<file path="src/rtl/display_scan_ctrl.sv">
// Four-digit common-anode 7-segment scanner with a shared hex decoder.
// Each slot opens with blanked outputs. New data is buffered and takes effect only at a frame boundary.
module display_scan_ctrl #(
    parameter int unsigned TICKS_PER_DIGIT = 6750,
    parameter int unsigned BLANK_TICKS     = 8
) (
    input  logic        clk_i,
    input  logic        rst_i,
    input  logic [15:0] data_i,
    input  logic        load_i,
    input  logic [3:0]  digit_en_i,
    input  logic        blank_lz_i,
    output logic [3:0]  anodo_o,
    output logic [6:0]  catodo_o,
    output logic        frame_o,
    output logic        pending_o
);

    localparam int unsigned CW = (TICKS_PER_DIGIT > 1) ? $clog2(TICKS_PER_DIGIT) : 1;

    typedef enum logic {BLANK, SHOW} state_t;

    state_t        state;
    logic [CW-1:0] cnt;
    logic [1:0]    digit;
    logic [15:0]   shadow;
    logic [15:0]   pend_data;

    logic [CW-1:0] cnt_nxt;
    logic          cnt_last;
    logic          boundary;
    logic [3:0]    nibble;
    logic          lz_zero;
    logic          show;
    logic [6:0]    seg;

    // Slot sequencing, leading-zero detection and the shared decoder
    always_comb begin
        cnt_last = (cnt == CW'(TICKS_PER_DIGIT - 1));
        cnt_nxt  = cnt_last ? '0 : cnt + CW'(1);
        boundary = cnt_last && (digit == 2'd3);
        nibble   = shadow[{digit, 2'b00} +: 4];

        lz_zero = 1'b0;
        case (digit)
            2'd1:    lz_zero = (shadow[15:4]  == 12'h000);
            2'd2:    lz_zero = (shadow[15:8]  == 8'h00);
            2'd3:    lz_zero = (shadow[15:12] == 4'h0);
            default: lz_zero = 1'b0;
        endcase

        show = (state == SHOW) && digit_en_i[digit] && !(blank_lz_i && lz_zero);

        seg = 7'b1111111;
        case (nibble)
            4'h0: seg = 7'b1000000;
            4'h1: seg = 7'b1111001;
            4'h2: seg = 7'b0100100;
            4'h3: seg = 7'b0110000;
            4'h4: seg = 7'b0011001;
            4'h5: seg = 7'b0010010;
            4'h6: seg = 7'b0000010;
            4'h7: seg = 7'b1111000;
            4'h8: seg = 7'b0000000;
            4'h9: seg = 7'b0010000;
            4'hA: seg = 7'b0001000;
            4'hB: seg = 7'b0000011;
            4'hC: seg = 7'b1000110;
            4'hD: seg = 7'b0100001;
            4'hE: seg = 7'b0000110;
            4'hF: seg = 7'b0001110;
            default: seg = 7'b1111111;
        endcase
    end

    // Outputs lag the scan state by one cycle so the pins see registers only
    always_ff @(posedge clk_i) begin
        if (!rst_i) begin
            state     <= BLANK;
            cnt       <= '0;
            digit     <= 2'd0;
            shadow    <= 16'h0000;
            pend_data <= 16'h0000;
            pending_o <= 1'b0;
            anodo_o   <= 4'b1111;
            catodo_o  <= 7'b1111111;
            frame_o   <= 1'b0;
        end else begin
            frame_o <= (digit == 2'd0) && (cnt == '0);
            if (show) begin
                anodo_o  <= ~(4'b0001 << digit);
                catodo_o <= seg;
            end else begin
                anodo_o  <= 4'b1111;
                catodo_o <= 7'b1111111;
            end

            cnt   <= cnt_nxt;
            state <= (cnt_nxt < CW'(BLANK_TICKS)) ? BLANK : SHOW;
            if (cnt_last) begin
                digit <= digit + 2'd1;
            end

            // A load landing on the boundary bypasses the pending buffer
            if (boundary) begin
                if (load_i) begin
                    shadow <= data_i;
                end else if (pending_o) begin
                    shadow <= pend_data;
                end
                pending_o <= 1'b0;
            end else if (load_i) begin
                pend_data <= data_i;
                pending_o <= 1'b1;
            end
        end
    end

endmodule

</file>
<file path="config.mk">
export PLATFORM = sky130hd
export DESIGN_NAME = display_scan_ctrl
export DESIGN_NICKNAME = d
export VERILOG_FILES = /design/src/rtl/display_scan_ctrl.sv
export SDC_FILE = /design/constraint.sdc
export NUM_CORES = 1
export LEC_CHECK = 0
export ABC_AREA = 1
export ABC_CLOCK_PERIOD_IN_PS = 1600
export BUFFER_PORTS_ARGS = -buffer_cell sky130_fd_sc_hd__buf_2
export CORE_UTILIZATION = 50
export DETAILED_ROUTE_END_ITERATION = 10
export HOLD_SLACK_MARGIN = 0.03
export PLACE_DENSITY = 0.78
export SETUP_SLACK_MARGIN = 0.4
export SLEW_MARGIN = 25
export SYNTH_ARGS = -nofsm -noshare
export SYNTH_HDL_FRONTEND = slang
export SYNTH_SLANG_ARGS = --single-unit
</file>
<file path="constraint.sdc">
create_clock -name clk_i -period 1.6 [get_ports clk_i]
set_input_delay 0 -clock clk_i [delete_from_list [all_inputs] [get_ports clk_i]]
set_output_delay 0 -clock clk_i [all_outputs]
set_load 0.005 [all_outputs]
</file>
==> impl_results.md <==
- Detail Placement HPWL: 4810 µm
- Vias after detailed routing: about 3500
- GPL Wtd Cong: about 0.87
- Synth area leaders: dfxtp_1, nand2_1, nor2_1
- Post-place setup slack: between 0.003 and 0.004 ns
- Drt total wl: roughly 11000 µm
- Number of buffers created by CTS: 9
- Ys flop type: dfxtp_1
- Violated checks: setup timing
- Setup Crit Path Kind: register to register
- Final setup violating endpoints: 37
- Post-layout instance area: roughly 4900 µm²
- Final worst-path setup slack: -0.136 ns
- Overflow after GRT: 0
- Drt initial violations: just under 300
- Total clock sinks: 61
- CTS tree: built
- Area Growth Syn to Fin: 55.2%
- Critical path required time: around 1.9 ns
- Tcrit/Tclk final: 108%
- Post-Syn Area per Cell: slightly above 7 µm²
- Tightest slew margin relative to the limit: between 60% and 70%
- Design Power: 3.29 mW
- Syn Inst Count: 445
- Avg WL per Cell: ~17 µm
- Number of hold-slack violations in the final timing report: 0
- First-pass GRT wire length: between 10000 and 15000 µm
- CTS H-Tree Depth: 3
- Source-to-sink clock delay at the later pin of the worst-skew pair: roughly 0.36 ns
- Post-synth EDFFs: 0
- Total routing resource utilization after global routing: between 20 and 30%
- Type of the worst min-delay path: input pin to register
- Total leakage power: between 2 and 2.5 nW
- Maximum number of pins on one net before global-route repair: 43
- Synth top cells by count: nand2_1, dfxtp_1, nor2_1
- Ratio of cells with drive above 1 in the final layout: roughly 47%
- Number of flip-flops and latches in the synthesized netlist: 61
- Post-synth top area cell: dfxtp_1
- Power Density: approximately 670 nW/µm²
- Share of the core filled with cells in the final layout: between 80% and 90%
- CTS clk-pin slew, worst paths: 0.07 ns
- Filler-free cell count of the finished design: ~620
- Top cell type's share of synthesized area: slightly below 40%
- Critical path, cell by cell: inv_2 > ha_4 > nand2_4 > nor2_4 > nand3_4 > nor2_4 > nand2_4 > clkbuf_16 > a211oi_2
- Most common cell in the synthesized netlist: nand2_1
- DRC errors left: 0
- Die width: approximately 80 µm
- Top Ports: 37
- Worst hold-check slack: 0.142 ns
- Initial core utilization: 52.5%
- RSZ-0062 raised after global routing: yes
- Final clock skew: roughly 0.0067 ns
- Max Cap Viol: 0
- Area enclosed by the die boundary: 6650 µm²
- Quantity of I/O buffers inserted on ports: 36
- Max Clk Rate: 576 MHz
- Status: finished, violations left
- Cell area after synthesis: around 3200 µm²
- Drt via density: between 5 and 6
- Maximum clock insertion buffer count: 2
- Biggest fanout along the worst timing path: 12
- ANT cells: 0
- Worst stage delay on the critical path: 0.34 ns
- Sequential cell area fraction in the yosys report: around two fifths
- Die height: roughly 80 µm
- Cell chosen for the clock root: clkbuf_8
- Number of global-route vias before repair: around 3100
- Cell at the slowest stage of the critical path: dfxtp_2
- Max-slew violations: 0
- Net count reported at finish: slightly below 600
- Distinct cell type count of the synthesized netlist: 30
- Setup crit end kind: register
- WP data arrival: approximately 2.0 ns
- Filler Cell Count: approximately 340
- Number of detailed-route iterations in the first pass: 5
- Number of antenna violations at the first check in global routing: 0
- Number of warnings reported in the yosys synthesis log: 0
- Final min period: between 1.5 and 2 ns
- Post-synth net total: about 480
- Core Box Area: 6030 µm²
- Startpoint type of the worst setup path: register
- DP Cell Count: about 560
- Post-detailed-placement cell area: ~3700 µm²
- Proportion of register bits with asynchronous set or reset after synthesis: 0%
- Antenna Violating Nets Remaining: 0
- Maximum ir drop on the vdd rail: about 620 µV
- Actual transition at the worst max-transition pin: between 0.4 and 0.5 ns
- Sum Neg Setup Slack: -2.94 ns
- Core Rows: 28
[where the power goes]
part | internal, mW | switching [mW]
sequential | 1.55 | 0.0261
clock | 0.709 | 0.639
combinational | 0.161 | 0.204
total | 2.42 | 0.869
[worst max-delay path: cells and delay by family (launching register included)]
| kind | cells | cell delay, ns |
|---|---|---|
| adders and majority gates | 1 | 0.16 |
| DFF | 1 | 0.34 |
| AOI/OAI and AO/OA | 1 | 0.21 |
| and+or+nand+nor | 5 | 0.63 |
| buffers and inverters | 2 | 0.30 |
[what timing repair did]
item,CTS,global route
endpoints found under the hold margin,23,0
setup buffers,17,5
resized for setup,77,93
endpoints found under the setup margin,59,61
pin swaps,19,32
hold buffers,17,0
gates cloned,5,2
[sequential cells by signal, indices dropped and copies added, names as in the netlist]
signal     count
frame_o        1
cnt           13
shadow        16
catodo_o       7
anodo_o        4
pending_o      1
digit          2
state          1
pend_data     16
[per-layer routing]
metal,vias up,global-route usage [%],part of all wire [%]
met4,0,17.0,4.0
met3,48,8.22,7.1
met2,202,46.4,50
met5,-,0,0
met1,1622,30.7,39
li1,1602,-,-
[path summary, 6_finish.rpt]
| path | startpoint | end | slack [ns] | cells past startpoint |
|---|---|---|---|---|
| worst min register to register | shadow[3]$_SDFFE_PN0P_ | shadow[3]$_SDFFE_PN0P_ | 0.47 | 2 |
| worst min-delay path | load_i | pending_o$_SDFFE_PP0P_ | 0.14 | 3 |
| worst max-delay path | cnt[1]$_SDFF_PP0_ | shadow[4]$_SDFFE_PN0P_ | -0.14 | 9 |
| worst max register to register | cnt[1]$_SDFF_PP0_ | shadow[4]$_SDFFE_PN0P_ | -0.14 | 9 |
[cell type report]
class,count,area (µm²),area share (%)
multi-input combinational,320,2280,46.5
inverter,47,206,4.20
clock buffer,11,131,2.67
timing repair buffer,99,891,18.1
clock inverter,4,50.0,1.02
timing repair inverter,2,18.8,0.382
sequential,61,1240,25.2
tap,75,93.8,1.91
[cell families (layout without fill, tap and decap cells)]
family	after synthesis	count (layout)	synth area share, %
flops	61	61	38.6
buf+inv	64	163	8.82
compound gates	62	62	14.9
simple gates	245	245	32.6
fa+ha+maj	13	13	5.14
[cell usage in the layout, fill, tap and decap left out, types with 3 or more instances in the layout]
cell	synthesis	final
nor2_2	1	7
buf_12	0	3
nor2_1	53	27
inv_2	2	8
inv_4	1	4
dlygate4sd3_1	0	17
clkbuf_8	0	9
ha_4	0	8
a21oi_2	10	16
nand2_4	1	16
nand4_1	4	4
a21oi_4	0	3
ha_2	0	3
o21ai_4	0	3
nand2_1	141	109
o21ai_1	0	9
dfxtp_2	0	4
nor2_4	2	22
inv_1	41	31
nand2_2	11	28
buf_2	7	36
a21oi_1	14	5
nand3_1	24	12
clkinvlp_4	0	3
dfxtp_4	0	3
buf_4	0	19
nand3_2	1	12
dfxtp_1	61	54
buf_6	2	18
a211oi_2	14	16
(Power assumes the default switching activity.)
